<file path="config.mk">
export PLATFORM = sky130hd
export DESIGN_NAME = userio_osd_cmd
export DESIGN_NICKNAME = d
export VERILOG_FILES = /design/src/rtl/userio_osd_cmd.sv
export SDC_FILE = /design/constraint.sdc
export NUM_CORES = 1
export LEC_CHECK = 0
export ABC_AREA = 0
export CAP_MARGIN = 20
export CORE_MARGIN = 2
export CORE_UTILIZATION = 35
export CTS_BUF_LIST = sky130_fd_sc_hd__clkbuf_16
export DETAILED_ROUTE_END_ITERATION = 6
export PLACE_DENSITY_LB_ADDON = 0.2
export REMOVE_ABC_BUFFERS = 1
export SYNTH_ARGS = -nofsm -noshare
export SYNTH_HDL_FRONTEND = slang
export SYNTH_SLANG_ARGS = --single-unit
export TNS_END_PERCENT = 50
</file>
<file path="constraint.sdc">
create_clock -name clk -period 3.25 [get_ports clk]
set_input_delay 0.325 -clock clk [delete_from_list [all_inputs] [get_ports clk]]
set_output_delay 0.325 -clock clk [all_outputs]
set_load 0.05 [all_outputs]
</file>
<file path="src/rtl/userio_osd_cmd.sv">
// OSD command decoder: turns SPI slave byte events into OSD RAM writes,
// control register updates, keyboard-code injection and a row-clear engine.
module userio_osd_cmd #(
    parameter logic [2:0] ID = 3'b101
) (
    input  logic        clk,
    input  logic        reset,
    input  logic        clk7_en,
    input  logic        spi_vld,
    input  logic        spi_rx,
    input  logic        spi_cmd,
    input  logic [7:0]  spi_byte,
    output logic [7:0]  spi_in,
    output logic        ram_wr,
    output logic [10:0] ram_addr,
    output logic [7:0]  ram_data,
    output logic        osd_enable,
    output logic        hilite_en,
    output logic [2:0]  hilite_row,
    output logic [7:0]  key_code,
    output logic        key_strobe
);

    typedef enum logic [2:0] {
        S_IDLE,
        S_WROW,
        S_CLEAR,
        S_CTRL,
        S_HROW,
        S_KEY,
        S_IGNORE
    } state_t;

    state_t      state_q, state_d;
    logic [2:0]  row_q, row_d;
    logic [7:0]  col_q, col_d;
    logic        first_q, first_d;
    logic        clearing_q, clearing_d;
    logic        overrun_q, overrun_d;
    logic        ram_wr_q, ram_wr_d;
    logic [10:0] ram_addr_q, ram_addr_d;
    logic [7:0]  ram_data_q, ram_data_d;
    logic        osd_enable_q, osd_enable_d;
    logic        hilite_en_q, hilite_en_d;
    logic [2:0]  hilite_row_q, hilite_row_d;
    logic [7:0]  key_code_q, key_code_d;
    logic        key_strobe_q, key_strobe_d;
    logic        ev;

    assign ev = spi_rx & clk7_en;

    always_comb begin
        state_d      = state_q;
        row_d        = row_q;
        col_d        = col_q;
        first_d      = first_q;
        clearing_d   = clearing_q;
        overrun_d    = overrun_q;
        ram_wr_d     = 1'b0;
        ram_addr_d   = ram_addr_q;
        ram_data_d   = ram_data_q;
        osd_enable_d = osd_enable_q;
        hilite_en_d  = hilite_en_q;
        hilite_row_d = hilite_row_q;
        key_code_d   = key_code_q;
        key_strobe_d = 1'b0;

        if (clearing_q) begin
            // ram_addr_q doubles as the clear cursor: it holds the column just written.
            if (ram_addr_q[7:0] == 8'hFF) begin
                clearing_d = 1'b0;
                if (state_q == S_CLEAR) state_d = S_IGNORE;
            end else begin
                ram_wr_d   = 1'b1;
                ram_addr_d = ram_addr_q + 11'd1;
                ram_data_d = '0;
            end
            if (ev) overrun_d = 1'b1;
        end else if (ev) begin
            if (spi_cmd) begin
                first_d = 1'b1;
                col_d   = '0;
                state_d = S_IGNORE;
                if (spi_byte[7:3] == 5'b00100) begin
                    state_d = S_WROW;
                    row_d   = spi_byte[2:0];
                end else if (spi_byte[7:3] == 5'b00101) begin
                    state_d    = S_CLEAR;
                    clearing_d = 1'b1;
                    ram_wr_d   = 1'b1;
                    ram_addr_d = {spi_byte[2:0], 8'h00};
                    ram_data_d = '0;
                end else begin
                    case (spi_byte)
                        8'h40:   state_d = S_CTRL;
                        8'h41:   state_d = S_HROW;
                        8'h60:   state_d = S_KEY;
                        8'h81:   overrun_d = 1'b0;
                        default: ;
                    endcase
                end
            end else begin
                case (state_q)
                    S_WROW: begin
                        ram_wr_d   = 1'b1;
                        ram_addr_d = {row_q, col_q};
                        ram_data_d = spi_byte;
                        col_d      = col_q + 8'd1;
                    end
                    S_CTRL: begin
                        if (first_q) begin
                            osd_enable_d = spi_byte[0];
                            hilite_en_d  = spi_byte[1];
                            first_d      = 1'b0;
                        end
                    end
                    S_HROW: begin
                        if (first_q) begin
                            hilite_row_d = spi_byte[2:0];
                            first_d      = 1'b0;
                        end
                    end
                    S_KEY: begin
                        key_code_d   = spi_byte;
                        key_strobe_d = 1'b1;
                    end
                    default: ;
                endcase
            end
        end

        // Deselect wins over whatever the same-cycle byte decoded to.
        if (clk7_en && !spi_vld) state_d = S_IDLE;
    end

    always_ff @(posedge clk) begin
        if (reset) begin
            state_q      <= S_IDLE;
            row_q        <= '0;
            col_q        <= '0;
            first_q      <= 1'b0;
            clearing_q   <= 1'b0;
            overrun_q    <= 1'b0;
            ram_wr_q     <= 1'b0;
            ram_addr_q   <= '0;
            ram_data_q   <= '0;
            osd_enable_q <= 1'b0;
            hilite_en_q  <= 1'b0;
            hilite_row_q <= '0;
            key_code_q   <= '0;
            key_strobe_q <= 1'b0;
        end else begin
            state_q      <= state_d;
            row_q        <= row_d;
            col_q        <= col_d;
            first_q      <= first_d;
            clearing_q   <= clearing_d;
            overrun_q    <= overrun_d;
            ram_wr_q     <= ram_wr_d;
            ram_addr_q   <= ram_addr_d;
            ram_data_q   <= ram_data_d;
            osd_enable_q <= osd_enable_d;
            hilite_en_q  <= hilite_en_d;
            hilite_row_q <= hilite_row_d;
            key_code_q   <= key_code_d;
            key_strobe_q <= key_strobe_d;
        end
    end

    assign spi_in     = {ID, overrun_q, clearing_q, hilite_en_q, osd_enable_q, 1'b0};
    assign ram_wr     = ram_wr_q;
    assign ram_addr   = ram_addr_q;
    assign ram_data   = ram_data_q;
    assign osd_enable = osd_enable_q;
    assign hilite_en  = hilite_en_q;
    assign hilite_row = hilite_row_q;
    assign key_code   = key_code_q;
    assign key_strobe = key_strobe_q;

endmodule

</file>
==> results of run 1 <==
-- power by group through the flow --
stage	clock network, W	registers (W)	logic (W)
2_1_floorplan	0	0.000647	0.0000362
3_3_place_gp	0	0.000645	0.0000898
3_5_place_dp	0	0.000646	0.0000904
4_1_cts	0.000506	0.000631	0.0000907
5_1_grt	0.000530	0.000631	0.0000986
6_report	0.000492	0.000631	0.0000907
-- worst min-delay path: stages (launching register included) --
cell and delay, ns:
dfxtp_1 0.31, nand2_1 0.05, a21oi_1 0.05
-- sequential cells by signal, indices dropped and copies added (netlist names), 3 cells and up --
name,cells
state_q,3
row_q,3
col_q,8
ram_addr,11
hilite_row,3
ram_data,8
key_code,8
-- cells in the mapped netlist, types with 3 or more instances --
library cell,number,area (µm²)
dfxtp_1,51,1020
nor2_1,38,143
nand2_1,21,78.8
nand3_1,21,105
a21oi_1,19,95.1
mux2i_1,19,190
buf_4,9,67.6
xor2_1,7,61.3
buf_2,6,30.0
clkbuf_1,6,22.5
a211oi_1,5,37.5
a31oi_1,5,31.3
nand4_1,5,31.3
o21ai_0,5,25.0
inv_1,4,15.0
nor3_1,4,20.0
xnor2_1,4,35.0
nor3b_1,3,22.5
o211ai_1,3,22.5
-- per-layer routing --
metal / track usage [%] / up-vias
li1: - / 1039
met3: 4.64 / 7
met5: 0 / -
met2: 25.3 / 58
met4: 4.76 / 0
met1: 21.8 / 959
-- cells by family (layout without fill, tap and decap cells) --
logic type	Yosys count	in the layout	share of synthesized area (%)
and+or+nand+nor	112	112	23.9
AOI/OAI and AO/OA	51	51	14.2
DFF	51	51	41.8
buffers and inverters	30	66	6.92
muxes	19	19	7.79
xor gates and xnor gates	11	11	3.95
adders and majority gates	2	2	1.03
other	2	4	0.308
-- worst min path at each step --
stage | startpoint | to | slack (ns) | depth (start not counted)
floorplan | reset | clearing_q$_SDFF_PP0_ | 0.39 | 1
global placement | ram_data[1]$_SDFFE_PP0P_ | ram_data[1]$_SDFFE_PP0P_ | 0.45 | 2
detailed placement | ram_data[0]$_SDFFE_PP0P_ | ram_data[0]$_SDFFE_PP0P_ | 0.45 | 2
CTS | ram_data[1]$_SDFFE_PP0P_ | ram_data[1]$_SDFFE_PP0P_ | 0.46 | 2
global route | ram_data[1]$_SDFFE_PP0P_ | ram_data[1]$_SDFFE_PP0P_ | 0.47 | 2
finish | ram_data[1]$_SDFFE_PP0P_ | ram_data[1]$_SDFFE_PP0P_ | 0.45 | 2
-- through the flow --
step / area (µm²) / util (%) / total power, W
after floorplan: 2300 / - / 0.000684
after global placement: 2940 / 43.5 / 0.000735
after detailed placement: 2940 / 43.5 / 0.000736
after CTS: 3070 / 45.4 / 0.00123
after global routing: 3070 / 45.4 / 0.00126
final: 3070 / 45.4 / 0.00121
-- area by class of cell --
type | instances | area [µm²] | share of cell area (%)
multi-input cells | 199 | 1260 | 41.0
flip-flops and latches | 51 | 1020 | 33.3
repair buffers | 55 | 541 | 17.6
clock buffers | 5 | 125 | 4.07
well taps | 80 | 100 | 3.26
inverters | 5 | 18.8 | 0.611
clock inverters | 1 | 7.51 | 0.244
==> flow_summary.toml, run 1 <==
[setup_path]
crit_fanout = 12
worstPathRequired_ns = 3.45
worstSetupPathDepth = 6
r2r_start = "clearing_q$_SDFF_PP0_"
startpoint = "spi_cmd"
path_class = "input pin to flop"
path_delay_family = "compound AO/OA/AOI/OAI gates"
crit_slowest_cell = "clkdlybuf4s50_1"
critical-path-max-stage-delay_ns = 0.83
critical_path_buf_inv_count = 1
end_kind = "flop"
cp.arrival_ns = 2.60
reg2regPathDepth = 6
endpoint = "ram_addr[7]$_SDFFE_PP0P_"
rrSetupSlack_ns = 1.07
crit_chain = "clkdlybuf4s50_1 -> nor3b_1 -> a32oi_2 -> o21ai_2 -> a21oi_1 -> a311oi_1"
start_kind = "input pin"
r2r-end = "key_code[4]$_SDFFE_PP0P_"

[clock_tree]
clock_path_buffers = 2
cts_tree = "yes"
cts_resized = 0
ctsHtreeMaxLevel = 2
insertion_delay_ns = 0.29
numClockSinks = 51
ctsHoldBuffers = 0
clk_pin_slew_ns = 0.07
post-cts-setup-buffers = 0
cts_root_buffer = "clkbuf_16"
numCtsBuffers = 5

[placement]
dp_slack_ns = 0.614
routabilityCongestion = 0.776
place_hpwl_um = 4160
placedCellCount = 390
port_buffers = 51

[die]
die_area_um2 = 7650
num_rows = 30
initial_core_util_pct = 36.1
dieWidth_um = 87.5
die_h_um = 87.5
num_io_pins = 56
placeableCoreArea_um2 = 6760

[synthesis]
syn_area_per_cell_um2 = 8.78
synthArstFlopShare_pct = 0
synth-edff-count = 0
ys_warn_count = 0
ys_types = 53
synth_area_um2 = 2440
ys_seq_elements = 51
synth_ff_type = "dfxtp_1"
netlist_instances = 278
yosysSeqAreaShare_pct = 41.8

[drt]
routed.top_layer = "met4"
drtAntennaViolNets = 0
routed_wl_um = 5810
wire_per_inst_um = 14.7
vias = 2063
drt-met1-wl_um = 2820
met3_length_um = 333
drt_iter0_markers = 69
drcViolationCount = 0
met2_length_um = 2590
first_pass_iters = 4
via_per_inst = 5.21

[pwr]
ir_drop_mv = 0.266
comb_power_share_pct = 7.5
p_int_w = 0.000936
power_leakage_nw = 1.08
power_density_nw_per_um2 = 396
switching_share_pct = 23.0
pwr-share-clk_pct = 40.5
p_switching_w = 0.000279
power_frac_seq_pct = 52.0

[finish]
nets = 333
drive_gt1_share_pct = 6.01
fillCellCount = 682
layout-area-overhead-vs-synth_pct = 25.8
most-common-layout-cells = "51 x dfxtp_1, 51 x clkdlybuf4s50_1, 38 x nor2_1"
antenna_cells = 0
fin_cells = 396

[timing]
hold_viol = 0
timing.fmax_ghz = 0.417
whs_ns = 0.455
rsz0062_at_grt = "false"
setup_viol = 0
max_slew_margin_pct = 52.8
worst_pin_slew_ns = 0.705
setup_slack_ns = 0.854
maxSlewViolCount = 0
skew_ns = 0.00900
finalSetupTns_ns = 0
fin_crit_ns = 2.40
fin_crit_sh_pct = 73.7

[global_route]
antenna_found_initial = 0
track_usage_pct = 16.3
grt-ovfl-total = 0
grt_pass1_vias = 2026
grt_first_pass_wirelength_um = 9780
grt_max_degree = 19

[hold_path]
hp-class = "flop to flop"

[outcome]
status = "completed"

[job]
maxCapViolCount = 0
(Power assumes the default switching activity.)
==> run 2: changes to the inputs <==
==> constraint.sdc (replaced) <==
create_clock -name clk -period 2.1 [get_ports clk]
set_input_delay 0.21 -clock clk [delete_from_list [all_inputs] [get_ports clk]]
set_output_delay 0.21 -clock clk [all_outputs]
set_load 0.05 [all_outputs]
==> flow_summary.toml, run 2 (synthesis gave the netlist of run 1 again) <==
[job]
maxCapViolCount = 0

[die]
initial_core_util_pct = 36.1
die_area_um2 = 7650
num_io_pins = 56
num_rows = 30
placeableCoreArea_um2 = 6760
dieWidth_um = 87.5
die_h_um = 87.5

[placement]
dp_slack_ns = 0.0160
placed_area_um2 = 3100
placedCellCount = 408
place_hpwl_um = 4420
routabilityCongestion = 0.866
port_buffers = 51

[setup_path]
worstPathRequired_ns = 1.89
critical_path_buf_inv_count = 1
critical-path-max-stage-delay_ns = 0.86
crit_fanout = 8
reg2regPathDepth = 8
start_kind = "flop"
crit_chain = "clkdlybuf4s50_1"
r2r-end = "ram_data[3]$_SDFFE_PP0P_"
r2r_start = "ram_addr[0]$_SDFFE_PP0P_"
path_delay_family = "buffers and inverters"
cp.arrival_ns = 1.63
end_kind = "output port"
rrSetupSlack_ns = 0.38
crit_slowest_cell = "clkdlybuf4s50_1"
path_class = "flop to output port"

[finish]
most-common-layout-cells = "51 x dfxtp_1, 50 x clkdlybuf4s50_1, 38 x nor2_1"
nets = 351
fin_util_pct = 48.7
antenna_cells = 0
regArea_um2 = 1020
fillCellCount = 674
layout-area-overhead-vs-synth_pct = 34.8
largest_reg_flops = 11
multi_input_area_um2 = 1260
drive_gt1_share_pct = 11.9
fin_cells = 416
final_common_cell = "dfxtp_1"
design_area_um2 = 3290

[timing]
timing.fmax_ghz = 0.545
setup_viol = 0
maxSlewViolCount = 0
rsz0062_at_grt = "false"
max_slew_margin_pct = 66.4
fin_crit_sh_pct = 87.4
skew_ns = 0.00426
fin_crit_ns = 1.84
hold_viol = 0
worst_pin_slew_ns = 0.503
setup_slack_ns = 0.265

[hold_path]
hp-class = "flop to flop"
hold_path_startpoint = "ram_data[1]$_SDFFE_PP0P_"
holdPathEnd = "ram_data[1]$_SDFFE_PP0P_"
hold_depth = 2

[drt]
drcViolationCount = 0
vias = 2122
wire_per_inst_um = 14.4
first_pass_iters = 4
via_per_inst = 5.10
drt_iter0_markers = 107
drtAntennaViolNets = 0
routed_wl_um = 6010

[global_route]
antenna_found_initial = 0
grt_first_pass_wirelength_um = 10300
grt_max_degree = 20
grt-ovfl-total = 0
track_usage_pct = 17.0
grt_pass1_vias = 2057

[pwr]
power_leakage_nw = 1.20
ir_drop_mv = 0.437
power_density_nw_per_um2 = 660

[clock_tree]
clk_pin_slew_ns = 0.06
ctsHtreeMaxLevel = 2
cts_tree = "yes"
insertion_delay_ns = 0.29
post-cts-setup-buffers = 0
ctsHoldBuffers = 0
numCtsBuffers = 5
numClockSinks = 51
clock_path_buffers = 2
cts_root_buffer = "clkbuf_16"
cts_resized = 0

[outcome]
status = "completed"
## run 2: changes by cell type in the layout (fill, tap and decap cells not counted)
| cell | change |
|---|---|
| bufinv_16 | +2 |
| buf_12 | +2 |
| clkdlybuf4s50_1 | -1 |
| buf_4 | +17 |
## run 2: how the worst max path moves through the flow
| stage | start | cells past startpoint | slack [ns] | end |
|---|---|---|---|---|
| global placement | clk7_en | 6 | 0.08 | row_q[0]$_SDFFE_PP0P_ |
| floorplan | clearing_q$_SDFF_PP0_ | 5 | -0.03 | key_code[0]$_SDFFE_PP0P_ |
| CTS | ram_addr[4]$_SDFFE_PP0P_ | 1 | 0.25 | ram_addr[4] |
| finish | ram_addr[4]$_SDFFE_PP0P_ | 1 | 0.26 | ram_addr[4] |
| global route | spi_cmd | 8 | 0.11 | ram_addr[8]$_SDFFE_PP0P_ |
| detailed placement | spi_cmd | 6 | 0.02 | ram_addr[2]$_SDFFE_PP0P_ |
## run 2: report_power, final
part | switching [W] | total, W | leakage (nW) | internal [W]
Combinational | 0.0000968 | 0.000159 | 0.702 | 0.0000622
Sequential | 0.00000501 | 0.000976 | 0.411 | 0.000971
Clock | 0.000351 | 0.00103 | 0.0900 | 0.000682
Total | 0.000453 | 0.00217 | 1.20 | 0.00172
## run 2: worst reg2reg max path, cell delays in order (launching register included)
cell,delay (ns)
dfxtp_1,0.42
ha_1,0.21
nand3_1,0.16
o21ai_1,0.15
buf_4,0.18
o21a_4,0.19
buf_4,0.18
nand2_1,0.06
a21oi_1,0.12
## run 2: per-stage QoR
stage / hold WS, ns / power (W) / setup TNS, ns
final: 0.453 / 0.00217 / 0
after global routing: 0.466 / 0.00224 / 0
after CTS: 0.456 / 0.00219 / 0
after detailed placement: 0.445 / 0.00116 / 0
after global placement: 0.443 / 0.00116 / 0
after floorplan: 0.279 / 0.00106 / -0.245
## run 2: cell type report
cell class | instances | share of cell area (%)
multi-input combinational | 199 | 38.2
sequential | 51 | 31.1
timing repair buffer | 73 | 21.2
clock buffer | 5 | 3.81
tap | 80 | 3.04
clock inverter | 3 | 2.05
inverter | 5 | 0.571
## run 2: per-layer routing
metal | vias to the layer above | part of all wire, % | track usage, %
met5 | - | 0 | 0
met4 | 0 | 0.85 | 4.34
met3 | 6 | 5.1 | 3.89
met2 | 59 | 45 | 26.7
met1 | 975 | 49 | 23.6
li1 | 1082 | - | -
